<file path="src/rtl/text_vram_ctrl.sv">
// Terminal-style write sequencer for the character VRAM; scanout reads always win the port.
// Optional: define VRAM_CLEAR_ON_RESET_EN to blank the whole screen after every reset release.
module text_vram_ctrl #(
    parameter int COLS   = 80,
    parameter int ROWS   = 30,
    parameter int ADDR_W = 12
) (
    input  logic              Clk,
    input  logic              Rst,
    input  logic              char_valid,
    input  logic [7:0]        char_data,
    output logic              char_ready,
    input  logic              scan_req,
    input  logic [ADDR_W-1:0] scan_addr,
    output logic [ADDR_W-1:0] vram_addr,
    output logic [7:0]        vram_wdata,
    output logic              vram_we,
    output logic [4:0]        top_row,
    output logic [6:0]        cursor_col,
    output logic [4:0]        cursor_row,
    output logic              busy
);
    typedef enum logic [1:0] {IDLE, WRITE, CLR_LINE, CLR_ALL} state_t;

    localparam logic [6:0]        COL_LAST  = 7'(COLS - 1);
    localparam logic [4:0]        ROW_LAST  = 5'(ROWS - 1);
    localparam logic [5:0]        ROW_NUM   = 6'(ROWS);
    localparam logic [ADDR_W-1:0] COLS_A    = ADDR_W'(COLS);
    localparam logic [ADDR_W-1:0] LINE_LAST = ADDR_W'(COLS - 1);
    localparam logic [ADDR_W-1:0] CELL_LAST = ADDR_W'(COLS * ROWS - 1);
`ifdef VRAM_CLEAR_ON_RESET_EN
    localparam logic INIT_CLEAR = 1'b1;
`else
    localparam logic INIT_CLEAR = 1'b0;
`endif

    state_t            state, state_nxt;
    logic [7:0]        wr_data;
    logic              wr_advance;
    logic [4:0]        line_row;
    logic [ADDR_W-1:0] clr_cnt;
    logic              init_pend;

    logic              accept, stall, is_print, is_bs, is_ff, at_bottom, do_newline;
    logic [5:0]        row_sum;
    logic [4:0]        phys_row, top_next;
    logic [ADDR_W-1:0] wr_addr;

    // Handshake: a byte transfers on a rising edge where char_valid && char_ready;
    // char_ready is high only in IDLE, so a held char_valid simply waits.
    assign accept    = char_valid && char_ready;
    assign stall     = scan_req;
    assign is_print  = (char_data >= 8'h20) && (char_data <= 8'h7E);
    assign is_bs     = (char_data == 8'h08) && (cursor_col != 7'd0);
    assign is_ff     = (char_data == 8'h0C);
    assign at_bottom = (cursor_row == ROW_LAST);

    // Logical rows are rotated by top_row; the wrap is a single compare-and-subtract.
    assign row_sum  = {1'b0, cursor_row} + {1'b0, top_row};
    assign phys_row = (row_sum >= ROW_NUM) ? 5'(row_sum - ROW_NUM) : row_sum[4:0];
    assign top_next = (top_row == ROW_LAST) ? 5'd0 : top_row + 5'd1;

    assign do_newline = (state == IDLE && accept && char_data == 8'h0A) ||
                        (state == WRITE && !stall && wr_advance && cursor_col == COL_LAST);

    always_ff @(posedge Clk or posedge Rst) begin
        if (Rst) state <= IDLE;
        else     state <= state_nxt;
    end

    always_comb begin
        state_nxt = state;
        case (state)
            IDLE: begin
                if (init_pend)                          state_nxt = CLR_ALL;
                else if (do_newline && at_bottom)       state_nxt = CLR_LINE;
                else if (accept && (is_print || is_bs)) state_nxt = WRITE;
                else if (accept && is_ff)               state_nxt = CLR_ALL;
            end
            WRITE:    if (!stall) state_nxt = (do_newline && at_bottom) ? CLR_LINE : IDLE;
            CLR_LINE: if (!stall && clr_cnt == LINE_LAST) state_nxt = IDLE;
            CLR_ALL:  if (!stall && clr_cnt == CELL_LAST) state_nxt = IDLE;
        endcase
    end

    always_comb begin
        wr_addr = clr_cnt;
        case (state)
            WRITE:    wr_addr = ADDR_W'(phys_row) * COLS_A + ADDR_W'(cursor_col);
            CLR_LINE: wr_addr = ADDR_W'(line_row) * COLS_A + clr_cnt;
            default:  ;
        endcase
        vram_addr  = stall ? scan_addr : wr_addr;
        vram_we    = !stall && (state != IDLE);
        vram_wdata = (state == WRITE) ? wr_data : 8'h20;
        char_ready = (state == IDLE) && !init_pend && !Rst;
        busy       = (state != IDLE) || (init_pend && !Rst);
    end

    always_ff @(posedge Clk or posedge Rst) begin
        if (Rst) begin
            cursor_col <= 7'd0;
            cursor_row <= 5'd0;
            top_row    <= 5'd0;
            wr_data    <= 8'h20;
            wr_advance <= 1'b0;
            line_row   <= 5'd0;
            clr_cnt    <= '0;
            init_pend  <= INIT_CLEAR;
        end else begin
            if (state == IDLE) begin
                clr_cnt   <= '0;
                init_pend <= 1'b0;
                if (accept) begin
                    if (is_print) begin
                        wr_data    <= char_data;
                        wr_advance <= 1'b1;
                    end else if (is_bs) begin
                        wr_data    <= 8'h20;
                        wr_advance <= 1'b0;
                        cursor_col <= cursor_col - 7'd1;
                    end else if (char_data == 8'h0D) begin
                        cursor_col <= 7'd0;
                    end
                end
            end else if (!stall) begin
                clr_cnt <= (state == WRITE) ? '0 : clr_cnt + ADDR_W'(1);
                if (state == WRITE && wr_advance)
                    cursor_col <= (cursor_col == COL_LAST) ? 7'd0 : cursor_col + 7'd1;
                if (state == CLR_ALL && clr_cnt == CELL_LAST) begin
                    cursor_col <= 7'd0;
                    cursor_row <= 5'd0;
                    top_row    <= 5'd0;
                end
            end
            // Scrolling at the bottom reuses the old top physical row as the new bottom line.
            if (do_newline) begin
                if (at_bottom) begin
                    top_row  <= top_next;
                    line_row <= top_row;
                end else begin
                    cursor_row <= cursor_row + 5'd1;
                end
            end
        end
    end

endmodule

</file>
<file path="config.mk">
export PLATFORM = sky130hd
export DESIGN_NAME = text_vram_ctrl
export DESIGN_NICKNAME = d
export VERILOG_FILES = /design/src/rtl/text_vram_ctrl.sv
export SDC_FILE = /design/constraint.sdc
export NUM_CORES = 1
export LEC_CHECK = 0
export CORE_AREA = 2 2 89 91
export DETAILED_ROUTE_END_ITERATION = 10
export DIE_AREA = 0 0 91 93
export PLACE_DENSITY = 0.86
export SLEW_MARGIN = 5
export SYNTH_ARGS = -nofsm -noshare
export SYNTH_HDL_FRONTEND = slang
export SYNTH_SLANG_ARGS = --single-unit
</file>
<file path="constraint.sdc">
create_clock -name Clk -period 6.2 [get_ports Clk]
set_input_delay 1.55 -clock Clk [delete_from_list [all_inputs] [get_ports Clk]]
set_output_delay 1.55 -clock Clk [all_outputs]
set_load 0.01 [all_outputs]
</file>
# After elaboration in Yosys (flattened, before gate mapping)
# Index checks and enable logic that the tools add are counted.
# word_totals
ff_bits,45
latchBits,0
mem_bits_rw,0
rom_bits,0
n_memories,0
# classes
add_sub_neg,9
n_mul,2
n_div,0
order_cmp,3
eq_ne,20
shift,0
muxes,39
bitwise,0
n_reduce_logical,30
# ops
op,n
$mux W7,9
$mux W5,12
$mux W12,4
$eq A8 B4 Y1 const B,4
$mux W8,3
$pmux W12 S2,1
$logic_and A1 B1 Y1,17
$mul A5 B3 Y8 const B,2
$mux W2,7
$add A12 B1 Y12 const B,1
$add A12 B12 Y12,1
$add A12 B7 Y12,1
$eq A12 B12 Y1 const B,1
$eq A12 B7 Y1 const B,1
$add A5 B1 Y5 const B,2
$eq A5 B5 Y1 const B,2
$ne A2 B2 Y1 const B,5
$ge A8 B6 Y1 const B,1
$le A8 B7 Y1 const B,1
$pmux W2 S4,1
$add A7 B1 Y7 const B,1
$eq A7 B7 Y1 const B,1
$reduce_bool A7 Y1,1
$sub A7 B1 Y7 const B,1
18 further kinds,23

# Logic depth before layout (Yosys ltp)
# Gate-level depths: netlist of the first run.
# logic_depth
depth_word,10
mapped_depth,18
mapped_depth_nobuf,18

# Least setup slack after synthesis of the first run
# No wires, ideal clock.
# synth_path
path_type,register -> output
startpoint,reg top_row[0]
endpoint,out vram_addr[11]
arrival_ps,4176
setup_slack_ps,474
stages_incl_launch_ff,18
path_cell_list,dfrtp_1 -> ha_1 -> fa_1 -> a21o_1 -> a21oi_1 -> xnor2_1 -> a41oi_1 -> nand2b_1 -> xnor2_1 -> ha_1 -> ha_1 -> inv_1 -> fa_1 -> nand2b_1 -> nor4_1 -> nor3b_1 -> mux2i_1 -> a32oi_1
# synth_via
elab_chain_len,7
word_cells_on_any_way,8
classes_between,add/sub (3); mul (1); order compare (1); mux (3)
# synth_lines
element,line,text
"start, declared",18,"output logic [4:0] top_row,"
"start signal, assigned",139,top_row <= top_next;
$add A5 B5 Y6 *,59,"assign row_sum = {1'b0, cursor_row} + {1'b0, top_row};"
$sub A5 B5 Y5 / $ge A6 B5 Y1 (equally long branches),60,assign phys_row = (row_sum >= ROW_NUM) ? 5'(row_sum - ROW_NUM) : row_sum[4:0];
$mux W5 *,60,
$mul A5 B3 Y8 *,89,WRITE: wr_addr = ADDR_W'(phys_row) * COLS_A + ADDR_W'(cursor_col);
$add A12 B7 Y12 *,89,
$pmux W12 S2 *,88,case (state)
$mux W12 *,93,vram_addr = stall ? scan_addr : wr_addr;
"end, declared",15,"output logic [ADDR_W-1:0] vram_addr,"
# Every way passes the cells marked *; elsewhere a longest branch is shown, timed or not.

# Worst setup path after layout of the first run
# layout_path
startpoint,reg top_row[0]
endpoint,out vram_addr[10]
# Same word-level chain as after synthesis.

==> results of run 1 <==
[metrics by stage]
step / instance area [um^2] / utilization / std cells / hold WS [ns]
3_3_place_gp: 4840 / 0.643 / 646 / 0.461
6_report: 5030 / 0.668 / 654 / 0.496
2_1_floorplan: 4060 / - / 482 / 0.445
3_5_place_dp: 4840 / 0.643 / 646 / 0.466
4_1_cts: 4990 / 0.664 / 654 / 0.497
5_1_grt: 5030 / 0.668 / 654 / 0.527
[flip-flops by register name, summed over array words and instances, names as in the netlist]
| name | flops |
|---|---|
| clr_cnt | 12 |
| top_row | 5 |
| cursor_row | 5 |
| cursor_col | 7 |
| wr_advance | 1 |
| wr_data | 8 |
| state | 2 |
| line_row | 5 |
[how the worst min path moves through the flow]
stage	end	depth (start not counted)	slack, ns	start
after floorplan	wr_data[7]$_DFFE_PP0P_	1	0.44	wr_data[7]$_DFFE_PP0P_
after CTS	wr_advance$_DFFE_PP0P_	1	0.50	wr_advance$_DFFE_PP0P_
after detailed placement	wr_advance$_DFFE_PP0P_	1	0.47	wr_advance$_DFFE_PP0P_
after global placement	wr_advance$_DFFE_PP0P_	1	0.46	wr_advance$_DFFE_PP0P_
final	wr_advance$_DFFE_PP0P_	1	0.50	wr_advance$_DFFE_PP0P_
after global routing	wr_advance$_DFFE_PP0P_	1	0.53	wr_advance$_DFFE_PP0P_
[cell families after synthesis]
group	synth area share
buffers and inverters	0.0466
xor gates and xnor gates	0.0583
DFF	0.278
muxes	0.0355
AOI/OAI and AO/OA	0.230
and+or+nand+nor	0.206
adders and majority gates	0.145
[synth_stat cells (3+ instances only)]
| master | n | area share |
|---|---|---|
| inv_1 | 32 | 0.030 |
| nand2_1 | 58 | 0.054 |
| nand2b_1 | 8 | 0.012 |
| a22o_1 | 3 | 0.0065 |
| dfrtp_1 | 44 | 0.27 |
| fa_1 | 5 | 0.025 |
| or3_1 | 3 | 0.0046 |
| a21oi_1 | 24 | 0.030 |
| a41oi_1 | 5 | 0.011 |
| mux2_2 | 7 | 0.019 |
| a221oi_1 | 7 | 0.015 |
| xnor2_1 | 16 | 0.035 |
| and2_1 | 11 | 0.017 |
| a21o_1 | 9 | 0.017 |
| a32oi_1 | 3 | 0.0065 |
| mux2i_1 | 5 | 0.012 |
| nor2b_1 | 3 | 0.0046 |
| a31oi_1 | 5 | 0.0077 |
| o22ai_1 | 5 | 0.0077 |
| nand3b_1 | 3 | 0.0056 |
| clkbuf_1 | 11 | 0.010 |
| o31ai_1 | 12 | 0.022 |
| nand4_1 | 8 | 0.012 |
| nor2_1 | 31 | 0.029 |
| xor2_1 | 11 | 0.024 |
| nand3_1 | 18 | 0.022 |
| ha_1 | 39 | 0.12 |
| o21ai_0 | 48 | 0.059 |
| nor4_1 | 3 | 0.0046 |
| and3_1 | 8 | 0.012 |
[power by group through the flow]
stage / clock, mW / combinational (mW) / sequential (mW)
floorplan: 0 / 0.0397 / 0.315
global placement: 0 / 0.0780 / 0.318
detailed placement: 0 / 0.0810 / 0.319
CTS: 0.238 / 0.0804 / 0.313
global route: 0.249 / 0.0880 / 0.315
finish: 0.236 / 0.0795 / 0.314
[cell type report]
type,instances,area (um^2),share of cell area
clock buffers,5,68.8,0.0137
clock inverters,3,50.0,0.00996
inverters,32,120,0.0239
multi-input cells,391,2820,0.560
flip-flops and latches,45,1130,0.224
well taps,102,128,0.0254
repair buffers,76,716,0.142
[routing by layer]
metal | track usage | vias up | part of all wire
met4 | 0.0619 | 0 | 0.015
met5 | 0 | - | 0
met1 | 0.319 | 1919 | 0.43
li1 | - | 1887 | -
met2 | 0.469 | 153 | 0.51
met3 | 0.0210 | 26 | 0.049
[critical path, stage by stage (launching register included)]
cell	delay, ns
dfrtp_1	0.39
ha_1	0.24
fa_2	0.36
a21o_1	0.18
a21oi_2	0.21
xnor2_2	0.15
a41oi_2	0.16
nand2b_4	0.18
xnor2_2	0.14
ha_1	0.32
ha_1	0.22
inv_1	0.08
fa_2	0.44
inv_2	0.09
o2111ai_2	0.11
xnor2_1	0.16
or2_2	0.28
mux2i_1	0.13
o31a_1	0.16
clkbuf_2	0.14
[timing repair]
| action | CTS | global route |
|---|---|---|
| pin swaps | 0 | 5 |
| endpoints found under the setup margin | 4 | 5 |
| resized for setup | 10 | 17 |
==> impl_metrics.yaml, run 1 <==
sta:
  layout_setup_ws_ns: 0.215
  skew_ns: 0.0124
  finalCritPeriodShare: 0.965
  setup-tns-final_ns: 0
  worstMarginPinSlew_ns: 0.811
  slew-limit-headroom: 0.459
  slew_viol_final: 0
  finalHoldViolations: 0
  period_needed_ns: 5.98
  fmax_mhz: 167
  rsz0062_at_grt: "yes"
  finalSetupViolCount: 0
layout:
  syn2layout_area_growth_pct: 24.0
  fillers: 625
  final_cell_mix: "clkdlybuf4s50_1 (59), nand2_1 (58), o21ai_0 (48)"
  final_common_cell: "clkdlybuf4s50_1"
  drive_gt1_frac: 0.105
  nNetsFinal: 619
  antenna_cells: 0
global_routing:
  antenna_found_initial: 0
  grt_start_max_net_pins: 46
  grt_usage: 0.253
  grt_pass1_wl_mm: 17.8
  grt_overflow: 0
  grt_pass1_vias: 3867
die:
  pin_count: 64
  initial_core_util: 0.539
  num_rows: 32
  die_h_um: 93
  core-area_mm2: 0.00753
  dieArea_mm2: 0.00846
  die_w_um: 91
logic_synthesis:
  syn_area_mm2: 0.00406
  syn_nets: 550
  syn_inst: 482
  ys_ff_latch: 45
  ys.warnings.count: 0
  synth_ff_type: "dfrtp_1"
  synth_edf_count: 0
  synth_seq_area_share: 0.278
  synth_cell_types: 58
  synthArstFlopShare: 1.00
  synth_area_per_cell_um2: 8.41
run:
  cap_violations: 0
hold_path:
  hold_path_class: "reg -> reg"
power:
  clkPwrFrac: 0.375
  p_int_mw: 0.464
  peakVddDrop_uv: 86.5
  powerDensity_mw_per_mm2: 125
  seqPwrFrac: 0.499
  power.switching_mw: 0.165
  leakage_nw: 2.30
  pwr-share-comb: 0.126
  power_mw: 0.629
  p_sw_frac: 0.262
critical_path:
  critPathRequiredTime_ns: 4.65
  timing.critical_path.from: "top_row[0]$_DFF_PP0_"
  start_kind: "flop"
  reg2reg_to: "state[0]$_DFFE_PP0P_"
  arrival_ns: 4.43
  r2r_setup_slack_ns: 2.93
  regToRegStartpoint: "state[1]$_DFFE_PP0P_"
  crit_type: "reg -> out"
  crit_path_max_fanout: 2
  rr_worst_depth: 8
  cp-endpoint: "vram_addr[10]"
  crit_path_end_kind: "output pin"
cts:
  path_clk_slew_ns: 0.10
  cts-root-buf: "clkbuf_8"
  cts_buffers: 5
  cts_tree: "done"
  clk_latency_ns: 0.31
  cts_hold_buf: 0
  clock_sinks: 45
  cts_setup_buffers: 0
  cts_max_level: 2
  clock_path_buffers: 2
routing:
  dr_total_vias: 3985
  drt_first_iter_violations: 331
  ant_nets: 0
  dr.pass1.iters: 5
  wl_mm: 10.7
  drt_drc_violations_left: 0
  wl_per_cell_um: 16.3
  viasPerCell: 6.09
placed_design:
  hpwl_mm: 8.14
  gp_congestion: 0.879
  port_buffers: 63
  dp_slack_ns: -0.0886
status:
  status: "completed"
Power figures use the tool's default switching activity.
==> run 2: changes to the inputs <==
--- a/config.mk
+++ b/config.mk
@@ -5,9 +5,10 @@
 export SDC_FILE = /design/constraint.sdc
 export NUM_CORES = 1
 export LEC_CHECK = 0
-export CORE_AREA = 2 2 89 91
+export CORE_AREA = 2 2 82 84
 export DETAILED_ROUTE_END_ITERATION = 10
-export DIE_AREA = 0 0 91 93
+export DIE_AREA = 0 0 84 86
+export DONT_BUFFER_PORTS = 1
 export PLACE_DENSITY = 0.86
 export SLEW_MARGIN = 5
 export SYNTH_ARGS = -nofsm -noshare
==> run 2 against run 1 <==
Net effect:
- routed wire length is 5.2% lower
- final cell count is 15% lower
- critical path depth is 2 lower
- die area is 15% lower
- sequential share of layout area is 3.5 points higher
- largest cell class unchanged
- highest routed layer unchanged
==> impl_metrics.yaml, run 2 (synthesized netlist as in run 1, its figures left out) <==
routing:
  ant_nets: 0
  dr_total_vias: 3700
  dr.pass1.iters: 5
  wl_per_cell_um: 18.1
  drt_first_iter_violations: 220
  wl_mm: 10.1
  drt_drc_violations_left: 0
  viasPerCell: 6.62
die:
  dieArea_mm2: 0.00722
  die_h_um: 86
  num_rows: 29
  core-area_mm2: 0.00628
  pin_count: 64
  initial_core_util: 0.646
  die_w_um: 84
layout:
  regMostFlops: "clr_cnt"
  antenna_cells: 0
  reg_top3: "clr_cnt (12), wr_data (8), cursor_col (7)"
  nNetsFinal: 549
  utilization: 0.695
  drive_gt1_frac: 0.112
  final_cell_mix: "nand2_1 (58), o21ai_0 (48), dfrtp_1 (41)"
  fillers: 478
  largest_reg_flops: 12
  final_common_cell: "nand2_1"
  syn2layout_area_growth_pct: 7.56
  final_cells: 559
sta:
  finalHoldViolations: 0
  period_needed_ns: 6.06
  fmax_mhz: 165
  slew-limit-headroom: 0.474
  rsz0062_at_grt: "yes"
  worstMarginPinSlew_ns: 0.789
  skew_ns: 0.00668
  hold_ws_ns: 0.485
  finalCritPeriodShare: 0.977
  slew_viol_final: 0
  finalSetupViolCount: 0
  setup-tns-final_ns: 0
cts:
  cts_max_level: 2
  clk_latency_ns: 0.31
  cts_hold_buf: 0
  clock_path_buffers: 2
  path_clk_slew_ns: 0.09
  clock_sinks: 45
  cts-root-buf: "clkbuf_8"
  cts_buffers: 5
  cts_tree: "done"
run:
  cap_violations: 0
global_routing:
  grt_usage: 0.283
  grt_overflow: 0
  grt_pass1_wl_mm: 16.7
  grt_pass1_vias: 3599
  grt_start_max_net_pins: 46
  antenna_found_initial: 0
power:
  p_sw_frac: 0.267
  clkPwrFrac: 0.351
  powerDensity_mw_per_mm2: 128
  power_mw: 0.556
  p_int_mw: 0.408
  seqPwrFrac: 0.564
  leakage_nw: 1.99
  power.switching_mw: 0.149
  peakVddDrop_uv: 133
  pwr-share-comb: 0.085
critical_path:
  crit_path_end_kind: "output pin"
  slowest_stage: "dfrtp_2"
  cp_cell_sequence: "ha_4, fa_2, a21o_1, a21oi_2, xnor2_1, a41oi_2, nand2b_4, xnor2_4, ha_4, ha_4, inv_2, fa_2, xor2_2, nor4_2, nor3b_1, mux2i_1, a32oi_2"
  max_stage_delay_ns: 0.49
  arrival_ns: 4.51
  cp_top_family: "adder cells"
  crit_type: "reg -> out"
  critPathRequiredTime_ns: 4.65
  crit_buf_inv: 1
  start_kind: "flop"
  cpMostUsedCell: "ha_4"
  crit_path_max_fanout: 7
placed_design:
  gp_congestion: 0.914
  port_buffers: 0
  placed_cells: 549
  hpwl_mm: 7.28
hold_path:
  hold_path_class: "reg -> reg"
status:
  status: "completed"
-- run 2: cell types whose count changed in the layout (fill, tap and decap cells not counted), sizes merged, moves of 2 or more --
| cell | before | now |
|---|---|---|
| buf | 14 | 6 |
| clkdlybuf4s50 | 59 | 0 |
| inv | 33 | 31 |
| clkinv | 1 | 3 |
-- run 2: power by group through the flow --
stage / clock (mW) / sequential [mW] / combinational [mW]
5_1_grt: 0.210 / 0.316 / 0.0527
4_1_cts: 0.196 / 0.313 / 0.0472
6_report: 0.195 / 0.314 / 0.0473
2_1_floorplan: 0 / 0.315 / 0.0397
3_5_place_dp: 0 / 0.319 / 0.0463
3_3_place_gp: 0 / 0.319 / 0.0450
-- run 2: path summary, 6_finish.rpt --
| check | startpoint | to | slack [ns] | cells past startpoint |
|---|---|---|---|---|
| worst max-delay path | cursor_row[0]$_DFF_PP0_ | vram_addr[11] | 0.14 | 17 |
| max in group asynchronous | Rst | top_row[1]$_DFF_PP0_ | 4.52 | 2 |
| worst min-delay path | wr_data[7]$_DFFE_PP0P_ | wr_data[7]$_DFFE_PP0P_ | 0.49 | 1 |
| worst min register to register | wr_data[7]$_DFFE_PP0P_ | wr_data[7]$_DFFE_PP0P_ | 0.49 | 1 |
| worst max register to register | state[1]$_DFFE_PP0P_ | state[0]$_DFFE_PP0P_ | 2.93 | 8 |
| min in group asynchronous | Rst | cursor_col[5]$_DFFE_PP0P_ | 1.26 | 2 |
-- run 2: stage by stage --
stage | area (um^2) | worst slack [ns]
detailed placement | 4110 | 0.0908
global placement | 4110 | 0.380
global route | 4360 | -0.0674
finish | 4360 | 0.145
CTS | 4240 | 0.0218
floorplan | 4060 | 0.474
-- run 2: metal layers --
metal  up-vias  global-route usage  wire, um
met1      1770               0.357      4330
met2       155               0.481      4920
met4         0               0.116       259
li1       1744                   -         -
met5         -                   0         0
met3        31              0.0520       615
-- run 2: final cells by class --
class | count | area [um^2] | area share
Multi-Input combinational cell | 391 | 2870 | 0.659
Sequential cell | 45 | 1130 | 0.259
Clock buffer | 6 | 82.6 | 0.0189
Clock inverter | 2 | 13.8 | 0.00316
Timing Repair Buffer | 6 | 45.0 | 0.0103
Tap cell | 77 | 96.3 | 0.0221
Inverter | 32 | 120 | 0.0275
-- run 2: timing repair --
| item | 4_1_cts | 5_1_grt |
|---|---|---|
| setup endpoints to repair | 3 | 4 |
| pin swaps | 0 | 14 |
| setup buffers | 0 | 2 |
| resized for setup | 5 | 19 |
| endpoints found under the hold margin | 0 | 0 |
